File: src/rtl/hight_sched.sv
// Round-robin scheduler sharing one hight core between two requesters.
// Sequences core load/run, counts the fixed core latency and returns the tagged result.
module hight_sched #(
    parameter int CORE_LAT = 35,
    parameter int LOAD_CYC = 1
) (
    input  logic         clk,
    input  logic         reset,
    input  logic         req0_valid,
    input  logic         req1_valid,
    output logic         req0_ready,
    output logic         req1_ready,
    input  logic [63:0]  req0_p,
    input  logic [63:0]  req1_p,
    input  logic [127:0] req0_mk,
    input  logic [127:0] req1_mk,
    input  logic         req0_ed,
    input  logic         req1_ed,
    output logic         out_valid,
    input  logic         out_ready,
    output logic [63:0]  out_c,
    output logic         out_id,
    output logic         busy,
    output logic [63:0]  core_p,
    output logic [127:0] core_mk,
    output logic         core_ed,
    output logic         core_rst,
    input  logic [63:0]  core_c
);
    // Same counter times LOAD and RUN; LOAD_CYC is expected not to exceed CORE_LAT.
    localparam int CW = $clog2(CORE_LAT) + 1;

    typedef enum logic [1:0] {IDLE, LOAD, RUN, DONE} state_t;

    state_t        state;
    logic          rr;
    logic          grant;
    logic          fire;
    logic [CW-1:0] cnt;

    // Tie goes to the rr pointer; otherwise the sole valid requester wins.
    assign grant      = (req0_valid & req1_valid) ? rr : req1_valid;
    assign req0_ready = (state == IDLE) & req0_valid & ~grant;
    assign req1_ready = (state == IDLE) & req1_valid & grant;
    assign fire       = req0_ready | req1_ready;
    assign busy       = (state != IDLE);
    assign out_valid  = (state == DONE);

    always_ff @(posedge clk) begin
        if (!reset) begin
            state    <= IDLE;
            rr       <= 1'b0;
            cnt      <= '0;
            out_c    <= '0;
            out_id   <= 1'b0;
            core_p   <= '0;
            core_mk  <= '0;
            core_ed  <= 1'b0;
            core_rst <= 1'b1;
        end else begin
            case (state)
                IDLE: begin
                    core_rst <= 1'b1;
                    if (fire) begin
                        core_p  <= grant ? req1_p  : req0_p;
                        core_mk <= grant ? req1_mk : req0_mk;
                        core_ed <= grant ? req1_ed : req0_ed;
                        out_id  <= grant;
                        rr      <= ~grant;
                        cnt     <= '0;
                        state   <= LOAD;
                    end
                end
                LOAD: begin
                    if (cnt == CW'(LOAD_CYC - 1)) begin
                        cnt      <= '0;
                        core_rst <= 1'b0;
                        state    <= RUN;
                    end else begin
                        cnt <= cnt + 1'b1;
                    end
                end
                RUN: begin
                    // This edge is the CORE_LAT-th one the core sees out of reset.
                    if (cnt == CW'(CORE_LAT - 1)) begin
                        out_c    <= core_c;
                        cnt      <= '0;
                        core_rst <= 1'b1;
                        state    <= DONE;
                    end else begin
                        cnt <= cnt + 1'b1;
                    end
                end
                DONE: begin
                    if (out_ready) state <= IDLE;
                end
                default: state <= IDLE;
            endcase
        end
    end
endmodule

File: config.mk
export PLATFORM = sky130hd
export DESIGN_NAME = hight_sched
export DESIGN_NICKNAME = d
export VERILOG_FILES = /design/src/rtl/hight_sched.sv
export SDC_FILE = /design/constraint.sdc
export NUM_CORES = 1
export LEC_CHECK = 0
export CORE_AREA = 5 5 274 276
export DETAILED_ROUTE_END_ITERATION = 7
export DIE_AREA = 0 0 279 281
export HOLD_SLACK_MARGIN = 0.12
export PLACE_DENSITY = 0.39
export REMOVE_ABC_BUFFERS = 1
export SYNTH_ARGS = -nofsm -noshare
export SYNTH_HDL_FRONTEND = slang
export SYNTH_SLANG_ARGS = --single-unit
File: constraint.sdc
create_clock -name clk -period 2.5 [get_ports clk]
set_input_delay 0.5 -clock clk [delete_from_list [all_inputs] [get_ports clk]]
set_output_delay 0.5 -clock clk [all_outputs]
set_load 0.02 [all_outputs]
; After elaboration in Yosys (flattened, before gate mapping)
; Cells that the tools add are included.
[totals]
ff_bits = 269
latchBits = 0
mem_bits_rw = 0
romBits = 0
input_bits = 455
mem_count = 0
[op_classes]
addsub = 1
n_mul = 0
div = 0
n_lt_le_gt_ge = 0
n_eq_ne = 8
shifts = 0
n_mux = 16
bitwise_logic = 7
reduce_logical = 9
[ops]
columns = operator, count
row1 = $mux 128, 1
row2 = $mux 64, 1
row3 = $mux 7, 3
row4 = $pmux 7 s3, 1
row5 = $mux 2, 4
row6 = $pmux 2 s4, 1
row7 = $add 7x1->7 const B, 1
row8 = $eq 7x6->1 const B, 1
row9 = $logic_not 7->1, 1
row10 = $ne 2x2->1 const B, 3
row11 = $reduce_and 2->1, 3
row12 = $and 1x1->1, 5
row13 = $eq 2x2->1 const B, 2
row14 = $mux 1, 4
row15 = $reduce_and 4->1, 1
row16 = $pmux 1 s3, 1
row17 = $reduce_and 3->1, 1
row18 = $reduce_bool 3->1, 1
row19 = $eq 2x1->1 const B, 1
row20 = $logic_not 2->1, 1
row21 = $ne 2x1->1 const B, 1
row22 = $reduce_bool 2->1, 1
row23 = $not 1->1, 1
row24 = $or 1x1->1, 1

; Depth between registers and ports, before layout
[logic_depth]
ltp_word = 7
ltp_mapped = 8
depth_no_buf = 6

; Least setup slack after synthesis
; Ideal clock, no wire load.
[synth_timing]
kind = flip-flop to flip-flop
startpoint = register cnt[2]
endpoint = register out_c[15]
setup_ps = 122
t_arrival_ps = 1801
slack_ps = 577
path_stages_with_launch = 8
cell_sequence = dfxtp_1 > or4_1 > buf_2 > or3_1 > clkbuf_1 > clkbuf_1 > nand2_1 > a21boi_0
[synth_via]
elab_chain_cells = 2
[synth_rtl]
columns = item, line
row1 = "start, declared", 39  ; logic [CW-1:0] cnt;
row2 = "start signal, assigned", 80  ; cnt <= cnt + 1'b1;
row3 = "start signal, assigned", 91  ; cnt <= cnt + 1'b1;
row4 = $eq 7x6->1, 85  ; if (cnt == CW'(CORE_LAT - 1)) begin
row5 = $reduce_and 2->1 (no source line), n/a
row6 = "end signal, assigned", 86  ; out_c <= core_c;
row7 = "end, declared", 21  ; output logic [63:0] out_c,
; Every way passes these cells.
; A chain may end at the register's enable or synchronous reset.

; Worst setup path after layout
[layout_timing]
startpoint = register state[0]
endpoint = output req1_ready
[layout_via]
elab_chain_cells = 3
[layout_rtl]
columns = item, line
row1 = "start, declared", 35  ; state_t state;
row2 = "start signal, assigned", 51  ; state <= IDLE;
row3 = "start signal, assigned", 71  ; state <= LOAD;
row4 = "start signal, assigned", 78  ; state <= RUN;
row5 = $logic_not 2->1, 44  ; assign req1_ready = (state == IDLE) & req1_valid & grant;
row6 = $and 1x1->1 (2 in a row), 44
row7 = "end, declared", 12  ; output logic req1_ready,
; Every way passes these cells.

==> run_results.csv <==
group,metric,value,unit
synth,ys_top_cells_by_count,"dfxtp_1 (269), nor2b_1 (196), a222oi_1 (193)",
grt,grt_util_all_layers,14.25,%
critical_path,crit_type,"reg -> out",
timing,fin_crit,2.345,ns
synth,ys_ff_latch,269,
route,antenna_left,0,
synth,synth_area_per_cell,10.14,sq um
grt,grt_pass1_vias,11700,
die,die_y,281,microns
critical_path,ff2ff_path_depth,5,
timing,max_slew_margin,61.92,%
placement,io_buffers,717,
worst_hold_path,worstHoldPathCells,2,
clock_tree,ctsHoldBuffers,0,
grt,grt_max_degree,100,
synth,yosys_warnings,0,
timing,worst_pin_slew,0.5700,ns
synth,synth_top_area_share,52.01,%
clock_tree,cts_buffers,38,
synth,synth-edff-count,0,
synth,synth_cells,1021,
critical_path,path_buf_inv,3,
timing,hold_viol,0,
route,vias_per_cell,4.204,
grt,grt_pass1_wl,83660,microns
placement,post-place-ws,0.1023,ns
timing,fin_worst_skew,0.01672,ns
power_and_ir_drop,leakagePower,0.006939,uW
flow_run,drv_cap,0,
timing,rsz0062_at_grt,"false",
critical_path,cp-end-kind,"output pin",
critical_path,worst-endpoint-arrival,1.85,ns
power_and_ir_drop,ir_drop,0.4705,mV
synth,synth_area_leaders,"dfxtp_1 (52%), a222oi_1 (19%), nor2b_1 (12%)",
worst_hold_path,hold_path.class,"in -> reg",
synth,ys_async_sr_fraction,0,%
timing,fin_ws,0.1548,ns
critical_path,worst_setup_path_start_kind,"flip-flop",
die,core_area,72340,sq um
timing,clock.fmax,426.4,MHz
placement,place_congestion,0.8266,
grt,antenna_found_initial,20,
timing,report.final.slew_viol_count,0,
critical_path,critPathMaxStageDelay,0.34,ns
synth,synth_top_cell_by_area,"dfxtp_1",
layout,fillers,7655,
route,remaining_drc_errors,0,
die,ios,718,
critical_path,crit_family,"buffers and inverters",
layout,multi_input_area,4583,sq um
grt,overflow,0,
placement,dp_hpwl,45480,microns
die,placementRows,99,
route,first_pass_iters,6,
critical_path,cp_max_fo,6,
synth,synth_cell_type_count,29,
critical_path,critical-path-slowest-cell,"dfxtp_1",
power_and_ir_drop,power.density,910.8,nW/um^2
placement,placed_cells,2633,
synth,synthesis.area,10350,sq um
layout,area_growth,95.84,%
synth,yosysMostFrequentCell,"dfxtp_1",
synth,yosysSeqAreaShare,52.01,%
route,drt_iter0_drc,971,
route,num_vias,11410,
clock_tree,cts.sinks,269,
layout,final_cells,2713,
clock_tree,cts_tree,"done",
outcome,status,"finished clean",
critical_path,crit_chain,"inv_1 > ha_4 > nand2_1 > a21oi_4 > buf_12 > buf_12",
layout,regArea,5385,sq um
critical_path,worst-path-stages,6,
layout,fin_nets,2179,
route,drt-total-wl,60400,microns
clock_tree,htreeDepth,2,
die,initial_core_util,14.31,%
clock_tree,clockRootBuffer,"clkbuf_16",
critical_path,critPathMostFrequentCell,"buf_12",
die,dieArea,78400,sq um
clock_tree,clk_latency,0.54,ns
clock_tree,clock_path_buffers,3,
die,die_x,279,microns
timing,timing.final.crit_share,93.81,%
clock_tree,cts.clk_slew.worst_paths,0.06,ns
timing,setup_violations,0,
layout,final_core_util,28.03,%
layout,drive_gt1_share,6.648,%
route,routedWlPerCell,22.26,microns
critical_path,cp.required,2.00,ns
synth,synth_ff_type,"dfxtp_1",
## report_power, final
| group | switching, uW | internal, uW |
|---|---|---|
| registers | 497 | 5160 |
| logic | 3720 | 3560 |
| clock network | 2110 | 3420 |
## stage by stage
stage	power (uW)	hold slack [ns]	setup TNS (ns)	area [sq um]
after floorplan	7730	0.4864	-1296.84	9941
after global placement	13040	0.4411	0	18940
after detailed placement	13090	0.4446	0	18940
after CTS	18860	0.3321	0	20250
after global routing	19470	0.3539	0	20270
final	18470	0.3648	0	20280
## cell usage in the layout, fill, tap and decap left out, types with 9 or more instances in the layout
| cell | instances |
|---|---|
| a21boi_0 | 49 |
| a21boi_1 | 15 |
| a21oi_1 | 10 |
| a222oi_1 | 193 |
| buf_12 | 21 |
| buf_4 | 26 |
| clkbuf_16 | 41 |
| clkbuf_8 | 15 |
| clkdlybuf4s50_1 | 713 |
| dfxtp_1 | 269 |
| diode_2 | 9 |
| nand2_1 | 135 |
| nor2b_1 | 196 |
## worst paths after layout
path	slack, ns	endpoint	startpoint
setup / recovery	0.15	req1_ready	state[0]
hold / removal	0.36	core_mk[11]	reset
setup reg to reg	0.36	out_c[49]	cnt[2]
hold reg to reg	0.45	out_c[26]	out_c[26]
## state kept, by name, summed over array words and instances (netlist names)
name      count
rr            1
core_mk     128
cnt           7
core_ed       1
state         2
core_p       64
out_id        1
out_c        64
core_rst      1
## cell families after synthesis
kind of cell | synth area share, %
adder cells (fa/ha/maj) | 0.9668
multiplexers | 0.1934
AND/OR/NAND/NOR | 17.63
XOR/XNOR | 0.5075
AO/OA/AOI/OAI | 24.45
buffers and inverters | 4.242
flip-flops | 52.01
## repair_timing
item,CTS,global route
endpoints found under the setup margin,3,1
setup buffers,1,1
resized for setup,3,0
## layer usage
metal,vias to the layer above,global-route usage [%],part of all wire (%)
met5,-,0,0.15
met4,14,4.577,2.3
met3,91,6.712,11
met2,554,24.66,49
met1,5454,15.50,38
li1,5293,-,-
## layout make-up
class / count / area share, %
diodes: 9 / 0.1111
inverters: 7 / 0.1296
flip-flops and latches: 269 / 26.56
multi-input cells: 638 / 22.60
repair buffers: 762 / 38.33
clock buffers: 64 / 6.226
clock inverters: 5 / 0.1234
well taps: 959 / 5.918
Note: power is estimated with default switching activity, not from simulation.
